[config.mk]
export PLATFORM = sky130hd
export DESIGN_NAME = lif_spike_gen_flat
export DESIGN_NICKNAME = d
export VERILOG_FILES = /design/src/rtl/lif_spike_gen_if.sv /design/src/rtl/lif_spike_gen.sv /design/src/flat_wrapper.sv
export SDC_FILE = /design/constraint.sdc
export NUM_CORES = 1
export LEC_CHECK = 0
export ABC_CLOCK_PERIOD_IN_PS = 17500
export CAP_MARGIN = 20
export CORE_UTILIZATION = 59
export DETAILED_ROUTE_END_ITERATION = 10
export PLACE_DENSITY = 0.87
export SLEW_MARGIN = 20
export SYNTH_ARGS = -nofsm -noshare
export SYNTH_HDL_FRONTEND = slang
export SYNTH_SLANG_ARGS = --single-unit
[constraint.sdc]
create_clock -name clk -period 17.5 [get_ports clk]
set_clock_uncertainty 0.2 [all_clocks]
set_input_delay 2.625 -clock clk [delete_from_list [all_inputs] [get_ports clk]]
set_output_delay 2.625 -clock clk [all_outputs]
set_load 0.05 [all_outputs]
[src/rtl/lif_spike_gen_if.sv]
// Input-current stream between a current source and the LIF neuron.
// The neuron never back-pressures, but in_ready is still carried for the handshake.
interface lif_spike_gen_if #(
    parameter int VW = 16
);
    logic                 in_valid;
    logic                 in_ready;
    logic signed [VW-1:0] in_current;

    modport master (
        output in_valid,
        output in_current,
        input  in_ready
    );

    modport slave (
        input  in_valid,
        input  in_current,
        output in_ready
    );
endinterface

[src/rtl/lif_spike_gen.sv]
// Leaky integrate-and-fire neuron: leaky integration of a signed current, a one-tick
// registered spike at threshold, then a refractory window that discards inputs.
module lif_spike_gen #(
    parameter int                   VW      = 16,
    parameter logic signed [VW-1:0] V_RESET = '0,
    parameter int                   RW      = 8
) (
    input  logic                 clk,
    input  logic                 rst,
    input  logic                 clk_en,
    lif_spike_gen_if.slave       in_if,
    input  logic [3:0]           leak_shift,
    input  logic signed [VW-1:0] v_th,
    input  logic [RW-1:0]        refrac_len,
    output logic                 spike_o,
    output logic signed [VW-1:0] v_mem_o,
    output logic                 refrac_o,
    output logic [15:0]          drop_cnt_o
);

    typedef enum logic {
        ST_INTEG   = 1'b0,
        ST_REFRACT = 1'b1
    } state_t;

    localparam logic signed [VW+1:0] SAT_MAX = {3'b000, {(VW-1){1'b1}}};
    localparam logic signed [VW+1:0] SAT_MIN = {3'b111, {(VW-1){1'b0}}};

    function automatic logic signed [VW-1:0] sat_vw(input logic signed [VW+1:0] x);
        if (x > SAT_MAX)
            return SAT_MAX[VW-1:0];
        else if (x < SAT_MIN)
            return SAT_MIN[VW-1:0];
        else
            return x[VW-1:0];
    endfunction

    state_t               r_state;
    logic [RW-1:0]        r_cnt;
    logic signed [VW-1:0] r_v;
    logic                 r_spike;
    logic [15:0]          r_drop;

    logic signed [VW-1:0] w_leak;
    logic signed [VW+1:0] w_v_ext;
    logic signed [VW+1:0] w_leak_ext;
    logic signed [VW+1:0] w_cur_ext;
    logic signed [VW+1:0] w_sum;
    logic signed [VW-1:0] w_sat;
    logic                 w_fire;

    // Integration datapath: two guard bits so v - leak + current cannot wrap before saturation
    assign w_leak     = r_v >>> leak_shift;
    assign w_v_ext    = {{2{r_v[VW-1]}}, r_v};
    assign w_leak_ext = {{2{w_leak[VW-1]}}, w_leak};
    assign w_cur_ext  = in_if.in_valid ? {{2{in_if.in_current[VW-1]}}, in_if.in_current} : '0;
    assign w_sum      = w_v_ext - w_leak_ext + w_cur_ext;
    assign w_sat      = sat_vw(w_sum);
    assign w_fire     = (w_sat >= v_th);

    assign in_if.in_ready = 1'b1;

    always_ff @(posedge clk or posedge rst) begin
        if (rst) begin
            r_state <= ST_INTEG;
            r_cnt   <= '0;
            r_v     <= V_RESET;
            r_spike <= 1'b0;
            r_drop  <= '0;
        end else if (clk_en) begin
            case (r_state)
                ST_INTEG: begin
                    if (w_fire) begin
                        r_spike <= 1'b1;
                        r_v     <= V_RESET;
                        if (refrac_len != '0) begin
                            r_state <= ST_REFRACT;
                            r_cnt   <= refrac_len - 1'b1;
                        end
                    end else begin
                        r_spike <= 1'b0;
                        r_v     <= w_sat;
                    end
                end
                ST_REFRACT: begin
                    r_spike <= 1'b0;
                    r_v     <= V_RESET;
                    // Inputs arriving now are accepted and thrown away; count them
                    if (in_if.in_valid && (r_drop != 16'hFFFF))
                        r_drop <= r_drop + 1'b1;
                    if (r_cnt == '0)
                        r_state <= ST_INTEG;
                    else
                        r_cnt <= r_cnt - 1'b1;
                end
                default: r_state <= ST_INTEG;
            endcase
        end
    end

    assign spike_o    = r_spike;
    assign v_mem_o    = r_v;
    assign refrac_o   = (r_state == ST_REFRACT);
    assign drop_cnt_o = r_drop;

endmodule

[src/flat_wrapper.sv]
// flat-port wrapper written by rule: the top's interface ports become plain ports
module lif_spike_gen_flat 
#(
    parameter int                   VW      = 16,
    parameter logic signed [VW-1:0] V_RESET = '0,
    parameter int                   RW      = 8
)
  (clk, rst, clk_en, leak_shift, v_th, refrac_len, spike_o, v_mem_o, refrac_o, drop_cnt_o, in_if_in_valid, in_if_in_current, in_if_in_ready);
  lif_spike_gen_if #(.VW(VW)) in_if_i ();
  input  logic clk;
  input  logic rst;
  input  logic clk_en;
  input  logic [3:0] leak_shift;
  input  logic signed [VW-1:0] v_th;
  input  logic [RW-1:0] refrac_len;
  output logic spike_o;
  output logic signed [VW-1:0] v_mem_o;
  output logic refrac_o;
  output logic [15:0] drop_cnt_o;
  input wire logic [$bits(in_if_i.in_valid)-1:0] in_if_in_valid;
  input wire logic [$bits(in_if_i.in_current)-1:0] in_if_in_current;
  output wire logic [$bits(in_if_i.in_ready)-1:0] in_if_in_ready;
  assign in_if_i.in_valid = in_if_in_valid;
  assign in_if_i.in_current = in_if_in_current;
  assign in_if_in_ready = in_if_i.in_ready;
  lif_spike_gen #(.VW(VW), .V_RESET(V_RESET), .RW(RW)) u_core (.clk(clk), .rst(rst), .clk_en(clk_en), .in_if(in_if_i), .leak_shift(leak_shift), .v_th(v_th), .refrac_len(refrac_len), .spike_o(spike_o), .v_mem_o(v_mem_o), .refrac_o(refrac_o), .drop_cnt_o(drop_cnt_o));
endmodule
Word level (Yosys, flattened, before mapping)
Index checks and enable logic that the tools add are counted.
{"block": "op_classes", "add_sub_neg": 5, "order_cmp": 3, "eq_ne": 4, "n_shift": 1, "n_mux": 15, "bitwise_logic": 1, "reduce_logical": 5}
{"op": "2-to-1 mux 16 bit", "n": 3}
{"op": "case mux 16 bit (2 select lines)", "n": 1}
{"op": "2-to-1 mux 8 bit", "n": 3}
{"op": "adder 18 bit", "n": 1}
{"op": "greater-than comparator 18 x 16 -> 1 bit, second input constant", "n": 1}
{"op": "less-than comparator 18 x 16 -> 1 bit, second input constant", "n": 1}
{"op": "2-to-1 mux 18 bit", "n": 1}
{"op": "subtractor 16 x 16 -> 17 bit", "n": 1}
{"op": "adder 16 x 1 -> 16 bit, second input constant", "n": 1}
{"op": "greater-or-equal comparator 16 bit", "n": 1}
{"op": "!= test 16 bit, second input constant", "n": 1}
{"op": "case mux 8 bit (2 select lines)", "n": 1}
{"op": ">>> shifter 16 x 4 -> 16 bit", "n": 1}
{"op": "subtractor 8 x 1 -> 8 bit, second input constant", "n": 2}
{"op": "logical NOT 8 bit", "n": 1}
{"op": "nonzero test 8 bit", "n": 1}
{"op": "2-to-1 mux 1 bit", "n": 4}
{"op": "!= test 2 x 1 -> 1 bit, second input constant", "n": 2}
{"op": "case mux 1 bit (2 select lines)", "n": 2}
{"op": "AND reduction 4 bit", "n": 1}
{"op": "AND reduction 3 bit", "n": 1}
{"op": "!= test 2 bit, second input constant", "n": 1}
{"op": "logical AND 1 bit", "n": 1}
{"op": "NOT 1 bit", "n": 1}
{"block": "word_totals", "regBits": 42, "input_bits": 48, "output_inout_bits": 35}

Depth between registers and ports, before layout
{"block": "logic_depth", "depth_word": 9, "mapped_depth": 39, "ltp_nobuf": 35}

Worst setup path before layout
No wires, ideal clock.
{"block": "synth_path", "kind": "input to register", "startpoint": "input leak_shift[0]", "endpoint": "register u_core.r_v[12] (netlist: u_core.v_mem_o[12])", "setup_time_ps": 87, "arrival_ps": 9529, "slack_ps": 7684, "stages": 36, "n_path_buf": 5, "cell_sequence": "buf_1 clkbuf_1 o21ai_0 o21ai_0 mux2_2 ha_1 inv_1 fa_1 a21o_1 a21o_1 a21oi_1 o21ai_0 a211oi_1 nor2_1 xnor2_1 ha_1 and4_1 nand4_1 or3_1 a31oi_4 xnor2_1 nand2_1 a32oi_1 clkbuf_1 nand2_1 ha_1 a211o_1 a211oi_1 o21ai_0 a211oi_1 o21a_1 o21ba_2 clkbuf_1 clkbuf_1 nand3_1 o221ai_2"}
{"block": "synth_via", "elab_chain_len": 9, "elab_cells_between_ends": 10}
{"item": "start: declaration", "line": "flat_wrapper.sv:13", "source": "input logic [3:0] leak_shift;"}
{"item": ">>> shifter 16 x 4 -> 16 bit *", "line": "lif_spike_gen.sv:53", "source": "assign w_leak = r_v >>> leak_shift;"}
{"item": "subtractor 16 x 16 -> 17 bit *", "line": "lif_spike_gen.sv:57", "source": "assign w_sum = w_v_ext - w_leak_ext + w_cur_ext;"}
{"item": "adder 18 bit *", "line": "lif_spike_gen.sv:57"}
{"item": "less-than comparator 18 x 16 -> 1 bit", "line": "lif_spike_gen.sv:32", "source": "else if (x < SAT_MIN)"}
{"item": "2-to-1 mux 16 bit", "line": "lif_spike_gen.sv:32"}
{"item": "2-to-1 mux 16 bit *", "line": "lif_spike_gen.sv:30", "source": "if (x > SAT_MAX)"}
{"item": "greater-or-equal comparator 16 bit", "line": "lif_spike_gen.sv:59", "source": "assign w_fire = (w_sat >= v_th);"}
{"item": "2-to-1 mux 16 bit *", "line": "lif_spike_gen.sv:73", "source": "if (w_fire) begin"}
{"item": "case mux 16 bit (2 select lines) *", "line": "lif_spike_gen.sv:71", "source": "case (r_state)"}
{"item": "end signal: assignment", "line": "lif_spike_gen.sv:82", "source": "r_v <= w_sat;"}
{"item": "end: declaration", "line": "lif_spike_gen.sv:40", "source": "logic signed [VW-1:0] r_v;"}
Every way passes the cells marked *; elsewhere a longest branch is shown, timed or not.
A chain may end at the register's enable or synchronous reset.

Worst setup path in the final report
{"block": "layout_path", "startpoint": "input leak_shift[1]", "endpoint": "register u_core.r_cnt[7]"}
{"block": "layout_via", "elab_chain_len": 9, "elab_cells_between_ends": 10}
{"item": ">>> shifter 16 x 4 -> 16 bit *", "line": "lif_spike_gen.sv:53"}
{"item": "subtractor 16 x 16 -> 17 bit *", "line": "lif_spike_gen.sv:57"}
{"item": "adder 18 bit *", "line": "lif_spike_gen.sv:57"}
{"item": "less-than comparator 18 x 16 -> 1 bit", "line": "lif_spike_gen.sv:32"}
{"item": "2-to-1 mux 16 bit", "line": "lif_spike_gen.sv:32"}
{"item": "2-to-1 mux 16 bit *", "line": "lif_spike_gen.sv:30"}
{"item": "greater-or-equal comparator 16 bit *", "line": "lif_spike_gen.sv:59"}
{"item": "!= test 2 x 1 -> 1 bit (no source line) *"}
{"item": "AND reduction 4 bit (no source line) *"}
{"item": "end signal: assignment", "line": "lif_spike_gen.sv:78", "source": "r_cnt <= refrac_len - 1'b1;"}
{"item": "end signal: assignment", "line": "lif_spike_gen.sv:94", "source": "r_cnt <= r_cnt - 1'b1;"}
{"item": "end: declaration", "line": "lif_spike_gen.sv:39", "source": "logic [RW-1:0] r_cnt;"}
Marked as above.

==> summary.txt <==
CTS
  • Clock Latency Late Sink: 310 ps
  • Hold buffer count at cts: 0
  • Root Buffer: clkbuf_8
  • Post-CTS Resized: 0
  • Clk buf depth: 2
  • H-tree depth: 2
  • CTS tree: yes
  • Sink Count: 42
  • Setup bufs post-CTS: 0
  • Clock slew at reported path FFs: approximately 100 ps
  • CTS buffer count: 5

Logic synthesis
  • Synthesized area per cell: 7.796 um^2
  • #FFs+latches synth: 42
  • Mux cell area share after synthesis: 5.869%
  • Unique masters post-synth: 65
  • XOR/XNOR share of the synthesized area: 8.038%
  • Post-synth EDFFs: 0
  • Synth Warn #: 0
  • Top FF cell, synth: dfrtp_1
  • Synth Area in Simple Gates: 21.03%
  • Cells after synthesis: about 630
  • Fraction of registers with async set/reset: 100.0%
  • Register area share after synthesis: 21.43%
  • Post-synthesis compound-gate area fraction: 23.55%
  • Cell Area, Synth: 4903 um^2
  • Largest family of logic cells by synthesized area: compound AO/OA/AOI/OAI gates
  • Synth Area in Adders: 13.57%
  • Synth Net Count: 729

Die
  • CORE AREA: 7888 um^2
  • Die Y: about 93 um
  • Rows: 32
  • Full die area: 8680 um^2
  • Io pins: 83
  • Initial core utilization: between 60% and 70%
  • Die Wd: between 90 and 100 um

Cells and area
  • Fraction of layout cells with a size suffix above 1: 6.358%
  • Antenna Cells: 0
  • Layout overhead on the synthesized area: 19.04%
  • Fin area: 5837 um^2
  • Fin nets: 791

Timing
  • Final setup fails: 0
  • Hold Vio Cnt, Final: 0
  • Unrepaired setup endpoints after global routing: false
  • Worst slew pin tran: 939.8 ps
  • F_max: 0.08887 GHz
  • Setup TNS Final: 0 ps
  • Slew Limit Fails: 0
  • Normalized max-slew margin: 37.15%
  • Fin crit share: 64.30%
  • Min Tclk post-route: 11250 ps

Route
  • Post-detailed-route count of antenna-violating nets: 0
  • DR WL/cell: roughly 16 um
  • TritonRoute pass-1 iters: 5
  • Vias per cell: 6.137
  • DRC Markers: 0
  • Detailed Route WL: 13.09 mm
  • Number of DRC markers in iteration 0: between 300 and 400
  • Via count: 4873

Pwr
  • PD cells: 171.2 nW/um^2
  • Peak supply drop: 124.8 uV
  • Leak: 0.002579 uW

Placed design
  • DP HPWL: 10.34 mm
  • Port Buf Inserts: 81
  • RePlAce Congestion: between 0.9 and 1
  • Placed inst area: 5744 um^2

Status
  • Status: completed

Critical path
  • CP max stage cell: clkdlybuf4s50_1
  • Critical path's largest stage delay: 1010 ps
  • Crit path launch type: input pin
  • CP arrival: 11260 ps
  • Crit. End Element: flip-flop
  • Worst path required time: 17510 ps
  • Worst-path maximum fanout: 30
  • CP Class: in2reg

Global routing
  • Antenna violations before repair: 0
  • Gr ovfl total: 0
  • First-pass GRT wire length: 21.29 mm
  • Largest net degree at the start of global routing: 43
  • Gr usage total: 30.75%
  • Vias in the first global route: 4569

Flow run
  • Maxcap violations: 0

Worst hold path
  • Hold crit path type: reg2reg
[layout by cell type (no fill, tap or decap), drive strengths merged, types with 14 or more instances in the layout]
cell type / count
nand2: 81
xnor2: 30
nand3: 26
a21oi: 38
nor2: 49
clkdlybuf4s50: 81
nor3: 15
ha: 50
dfrtp: 42
o221ai: 14
inv: 50
and2: 16
o21ai: 45
xor2: 15
[per-layer routing]
metal  up-vias  global-route usage, %  part of all wire [%]  wire (um)
li1       2368                      -                     -          -
met4         0                  7.436                   2.6        340
met2       239                  50.86                    46       6020
met3        39                  4.390                   8.0       1047
met5         -                      0                     0          0
met1      2227                  42.35                    43       5682
[worst max-delay path: cells and delay by family]
| kind | cells | cell delay [ps] |
|---|---|---|
| adder cells (fa/ha/maj) | 4 | 1220 |
| multiplexers | 2 | 390 |
| buffers and inverters | 3 | 1410 |
| XOR/XNOR | 2 | 360 |
| AO/OA/AOI/OAI | 15 | 3010 |
| AND/OR/NAND/NOR | 9 | 2230 |
[final cells by class]
cell class,instances,area [um^2]
sequential,42,1051
tap,102,127.6
clock buffer,5,68.82
clock inverter,3,23.77
fill,608,2051
timing repair buffer,84,833.3
multi-input combinational,508,3545
inverter,50,187.7
[per-stage QoR]
step / hold slack (ps) / worst slack [ps] / total power (uW) / std cells / util [%]
after floorplan: 273.7 / 7684 / 734.4 / 629 / -
after global placement: 279.1 / 6521 / 890.7 / 786 / 72.83
after detailed placement: 296.0 / 6129 / 918.5 / 786 / 72.83
after CTS: 311.8 / 6415 / 986.7 / 794 / 74.00
after global routing: 320.7 / 5676 / 1082 / 794 / 74.00
final: 307.2 / 6248 / 999.4 / 794 / 74.00
[kinds of logic (layout without fill, tap and decap cells)]
logic type	after synthesis	in the layout
and+or+nand+nor	222	222
DFF	42	42
buffers and inverters	79	142
muxes	23	23
AOI/OAI and AO/OA	165	165
adders and majority gates	52	52
other	1	1
xor gates and xnor gates	45	45
[where the power goes]
group	total (uW)	leakage [uW]	internal, uW	switching, uW
Sequential	156	0.000552	120	35.5
Clock	64.5	0.0000408	28.5	36.0
Combinational	779	0.00199	315	465
[registers in the layout, summed over array words and instances, names as in the netlist]
register and count:
u_core.v_mem_o 16, u_core.drop_cnt_o 16, u_core.refrac_o 1, u_core.spike_o 1
u_core.r_cnt 8
[path summary, 6_finish.rpt]
path | startpoint | cells past startpoint | slack (ps) | end
worst max-delay path | leak_shift[1] | 35 | 6250 | u_core.r_cnt[7]
worst min-delay path | u_core.drop_cnt_o[12] | 1 | 310 | u_core.drop_cnt_o[12]
worst max register to register | u_core.v_mem_o[15] | 34 | 9030 | u_core.r_cnt[7]
worst min register to register | u_core.drop_cnt_o[12] | 1 | 310 | u_core.drop_cnt_o[12]
max in group asynchronous | rst | 3 | 14190 | u_core.r_cnt[0]
min in group asynchronous | rst | 3 | 2530 | u_core.drop_cnt_o[9]
[synth_stat cells (5+ instances only)]
library cell   n  share of area, %
clkbuf_1      17               1.3
buf_2          6              0.61
mux2i_1       13               2.7
ha_1          50                13
nor3_1        15               1.5
xor2_1        15               2.7
nand2b_1       5              0.64
and4_1         5              0.89
o221ai_1       5              0.89
and2_1        16               2.0
a21oi_1       38               3.9
o21bai_1       5              0.77
dfrtp_1       42                21
mux2_2         6               1.4
nand4_1        6              0.77
a21o_1         8               1.2
nor2_1        49               3.8
inv_1         49               3.8
o21a_1         8               1.2
nand2_1       80               6.1
nor2b_1        6              0.77
o221ai_2       9               2.8
xnor2_1       30               5.4
o21ai_0       42               4.3
a211oi_1       8               1.2
nand3_1       26               2.7
(Power assumes the default switching activity.)
